$ cat src/rtl/pc_sequencer.sv
// Program-counter sequencer: registered fetch address with stall, trap vectoring,
// branch redirect and a circular return-address stack for call/return.
module pc_sequencer #(
    parameter int unsigned      WIDTH     = 64,
    parameter int unsigned      STEP      = 1,
    parameter logic [WIDTH-1:0] RESET_PC  = '0,
    parameter logic [WIDTH-1:0] TRAP_VEC  = '0,
    parameter int unsigned      RAS_DEPTH = 4
) (
    input  logic             clk,
    input  logic             rst_n,
    input  logic             stall,
    input  logic             trap,
    input  logic             redirect,
    input  logic             call,
    input  logic             ret,
    input  logic [WIDTH-1:0] target,
    output logic [WIDTH-1:0] pc,
    output logic [WIDTH-1:0] pc_plus,
    output logic             pc_valid,
    output logic             ras_empty,
    output logic             ras_full,
    output logic [1:0]       ras_err
);

    localparam int unsigned      PtrW  = $clog2(RAS_DEPTH);
    localparam int unsigned      CntW  = PtrW + 1;
    localparam logic [WIDTH-1:0] StepW = WIDTH'(STEP);
    localparam logic [CntW-1:0]  CntMax = CntW'(RAS_DEPTH);

    typedef enum logic {StStart, StRun} state_e;

    state_e            state_q, state_d;
    logic [WIDTH-1:0]  pc_q, pc_d;
    logic [PtrW-1:0]   ptr_q, ptr_d;
    logic [CntW-1:0]   count_q, count_d;
    logic [1:0]        err_q, err_d;
    logic              push;
    logic [WIDTH-1:0]  ras_q [RAS_DEPTH];

    assign pc        = pc_q;
    assign pc_plus   = pc_q + StepW;
    assign pc_valid  = (state_q == StRun);
    assign ras_empty = (count_q == '0);
    assign ras_full  = (count_q == CntMax);
    assign ras_err   = err_q;

    always_comb begin
        state_d = StRun;
        pc_d    = pc_q;
        ptr_d   = ptr_q;
        count_d = count_q;
        err_d   = err_q;
        push    = 1'b0;
        // The first cycle out of reset only raises pc_valid; controls are ignored.
        if (state_q == StRun) begin
            if (trap) begin
                pc_d = TRAP_VEC;
            end else if (stall) begin
                pc_d = pc_q;
            end else if (ret) begin
                if (count_q != '0) begin
                    pc_d    = ras_q[ptr_q];
                    ptr_d   = ptr_q - PtrW'(1);
                    count_d = count_q - CntW'(1);
                end else begin
                    pc_d     = target;
                    err_d[1] = 1'b1;
                end
                if (call) begin
                    err_d[1] = 1'b1;
                end
            end else if (call) begin
                push  = 1'b1;
                ptr_d = ptr_q + PtrW'(1);
                pc_d  = target;
                // When full the push lands on the oldest slot and the count saturates.
                if (count_q == CntMax) begin
                    err_d[0] = 1'b1;
                end else begin
                    count_d = count_q + CntW'(1);
                end
            end else if (redirect) begin
                pc_d = target;
            end else begin
                pc_d = pc_plus;
            end
        end
    end

    always_ff @(posedge clk) begin
        if (!rst_n) begin
            state_q <= StStart;
            pc_q    <= RESET_PC;
            ptr_q   <= '0;
            count_q <= '0;
            err_q   <= '0;
        end else begin
            state_q <= state_d;
            pc_q    <= pc_d;
            ptr_q   <= ptr_d;
            count_q <= count_d;
            err_q   <= err_d;
        end
    end

    always_ff @(posedge clk) begin
        if (rst_n && push) begin
            ras_q[ptr_d] <= pc_plus;
        end
    end

endmodule

$ cat config.mk
export PLATFORM = sky130hd
export DESIGN_NAME = pc_sequencer
export DESIGN_NICKNAME = d
export VERILOG_FILES = /design/src/rtl/pc_sequencer.sv
export SDC_FILE = /design/constraint.sdc
export NUM_CORES = 1
export LEC_CHECK = 0
export BUFFER_PORTS_ARGS = -buffer_cell sky130_fd_sc_hd__buf_2
export CORE_MARGIN = 3
export CORE_UTILIZATION = 58
export DETAILED_ROUTE_END_ITERATION = 10
export GPL_ROUTABILITY_DRIVEN = 0
export PLACE_DENSITY = 0.9
export SLEW_MARGIN = 30
export SYNTH_ARGS = -nofsm -noshare
export SYNTH_HDL_FRONTEND = slang
export SYNTH_SLANG_ARGS = --single-unit
$ cat constraint.sdc
create_clock -name clk -period 15.6 [get_ports clk]
set_input_delay 4.68 -clock clk [delete_from_list [all_inputs] [get_ports clk]]
set_output_delay 4.68 -clock clk [all_outputs]
set_load 0.02 [all_outputs]
==> qor.csv <==
stage,metric,value,unit
status,status,"finished, final reports clean",
timing,FMAX,120,MHz
finish,utilization after layout,0.670,
timing,final cycle utilization of the critical path,0.535,
timing,Worst Skew,14.2,ps
global_route,GR Overflow Total,0,
synth,Syn Inst Count,1310,
route,vias,12800,
worst_setup_path,worst path required time,10920,ps
worst_setup_path,CP Launch Type,flip-flop,
placement,PortBufs,203,
clock_network,clock net sink count,328,
timing,Slew @ Worst Pin,954,ps
die,num ports,204,
global_route,initial antenna violation count,1,
global_route,number of global-route vias before repair,12300,
clock_network,CTS resizes,0,
placement,placed cell area,0.0171,mm²
timing,RSZ-0062 raised after global routing,false,
min_path,WHS Path Cells,2,
run,maxcap violations,0,
worst_setup_path,FF-to-FF setup slack,12070,ps
clock_network,CTS tree,done,
worst_setup_path,Worst EP arrival,3670,ps
global_route,largest net degree at the start of global routing,73,
synth,post-synthesis register bit count,328,
route,final wirelength,46500,µm
synth,syn_nets,1383,
synth,Synth area leader,edfxtp_1,
die,die footprint,0.0295,mm²
route,Final ANT Viol Nets,0,
timing,final setup fails,0,
synth,sequential area share after synthesis,0.573,
synth,ys flop type,edfxtp_1,
synth,Post-synth ARST share,0,
finish,synthesis-to-layout area growth,13.4,%
timing,max_slew headroom,0.364,
clock_network,hold buffers post-CTS,0,
timing,min Tclk post-route,8350,ps
synth,Mapped Avg Cell Area,12.2,µm²
pwr,pwr dens,99.9,mW/mm²
synth,synth top area cells,"edfxtp_1, dfxtp_1, mux4_2",
timing,Final Hold Viols,0,
finish,Finished Cell Area,0.0181,mm²
global_route,GRT Overall Usage,0.312,
min_path,Tightest Hold Check Type,flip-flop to flip-flop,
timing,setup TNS,0,ps
pwr,Power Total,1.80,mW
synth,Synth top area share,0.483,
min_path,Hold EP,ras_err[1],
clock_network,H-tree levels,1,
route,detailed-router iteration count before antenna repair,6,
clock_network,postcts setup bufs,0,
route,routed vias/inst,6.99,
worst_setup_path,FF-to-FF path depth,7,
clock_network,Root Driver,clkbuf_16,
worst_setup_path,Crit Path Max Fanout,15,
pwr,leakage power,6.27,nW
route,# DRC,0,
die,Die X,172,µm
worst_setup_path,WS Path Type,flip-flop to primary output,
placement,DP HPWL,30300,µm
timing,Slew Limit Fails,0,
pwr,Max IR drop VDD,91.3,µV
worst_setup_path,crit path capture type,primary output,
route,drt wl/cell,25.4,µm
clock_network,Longest Clk Path Bufs,3,
clock_network,cts bufs inserted,31,
synth,post-synthesis instance area,0.0159,mm²
finish,layout cells sized above 1,0.252,
route,drt initial violations,1978,
die,area of the core,0.0270,mm²
synth,Yosys Warn Count,0,
timing,WHS,524,ps
synth,number of flops mapped to enable cells by yosys,256,
die,Starting Density,0.591,
min_path,HP Start,ras_err[1],
worst_setup_path,Worst R2R Start,pc_valid,
worst_setup_path,reg2reg end,ras_q[2][22],
global_route,first-pass GRT wire length,70700,µm
finish,Final Net Count,1537,
die,Die H,172,µm
clock_network,clock latency on the worst-skew pair,560,ps
synth,synth unique cells,65,
die,Rows,60,
clock_network,"Reg clk slew, reported paths",60,ps
[cell type report]
| class | count | area [µm²] |
|---|---|---|
| timing repair buffer | 222 | 1160 |
| clock inverter | 12 | 75.1 |
| antenna | 1 | 2.50 |
| tap | 341 | 427 |
| inverter | 19 | 71.3 |
| clock buffer | 45 | 858 |
| multi-input combinational | 862 | 6330 |
| sequential | 328 | 9130 |
| fill | 1851 | 8890 |
[layout by cell type, fill, tap and decap left out, drive strengths merged, types with 11 or more instances in the layout]
cell type  Yosys  routed
edfxtp       256     256
buf           45     222
nand2        196     196
dfxtp         72      72
a21oi         68      68
mux4          64      64
o21ai         55      55
nand4         53      53
xnor2         46      46
clkbuf        56      45
a31oi         41      41
o31ai         36      36
nand3         31      31
nor2          30      30
nor4          25      25
nor3          18      18
inv           19      18
o21a          16      16
o22ai         16      16
o211ai        14      14
and3          14      14
and2          12      12
xor2          11      11
o2bb2ai       11      11
[cells by family after synthesis]
kind of cell / count (synthesis) / synth area share
compound gates: 303 / 0.122
xor+xnor: 57 / 0.0314
fa+ha+maj: 2 / 0.00204
buf+inv: 120 / 0.0330
flops: 328 / 0.573
mux: 77 / 0.0992
simple gates: 423 / 0.139
[through the flow]
step,worst slack (ps),cells
4_1_cts,7330,1829
2_1_floorplan,3360,1310
5_1_grt,7120,1830
3_3_place_gp,7880,1772
6_report,7250,1830
3_5_place_dp,7760,1772
[critical path: stages, from the launching register on]
cell and delay, ps:
dfxtp_1 460, ha_1 250, nand3_1 240, nor4_4 740, nand4_2 520, nor2_1 310, xor2_1 340, buf_2 240
[worst max-delay path by stage]
stage          startpoint            to  slack, ps  cells after the start
2_1_floorplan        trap   ras_q[1][0]       3360                      5
3_3_place_gp         trap   ras_q[2][6]       7880                      8
3_5_place_dp         trap  ras_q[2][24]       7760                      8
4_1_cts             pc[0]   pc_plus[60]       7330                      7
5_1_grt             pc[0]   pc_plus[60]       7120                      7
6_report            pc[0]   pc_plus[58]       7250                      7
[layer usage]
metal	up-vias	routed length [µm]	global-route usage
met1	6153	16300	0.416
met4	0	2550	0.146
met3	202	6030	0.0687
li1	5402	-	-
met2	1039	21700	0.494
met5	-	0	0
[registers in the layout (all words and copies together) (netlist names)]
register / count
ras_q: 256
pc: 64
count_q: 3
ptr_q: 2
ras_err: 2
pc_valid: 1
[power breakdown]
| group | switching, mW | internal (mW) |
|---|---|---|
| clock | 0.319 | 0.382 |
| sequential | 0.0170 | 0.944 |
| combinational | 0.0943 | 0.0476 |
[synth_stat cells, types with 17 or more instances]
library cell / n
a21oi_1: 68
a31oi_1: 41
buf_2: 30
clkbuf_1: 53
dfxtp_1: 72
edfxtp_1: 256
inv_1: 19
mux4_2: 64
nand2_1: 196
nand3_1: 29
nand4_1: 49
nor2_1: 30
nor3_1: 18
nor4_1: 17
o21ai_0: 54
o31ai_1: 36
xnor2_1: 46
(Power assumes the default switching activity.)
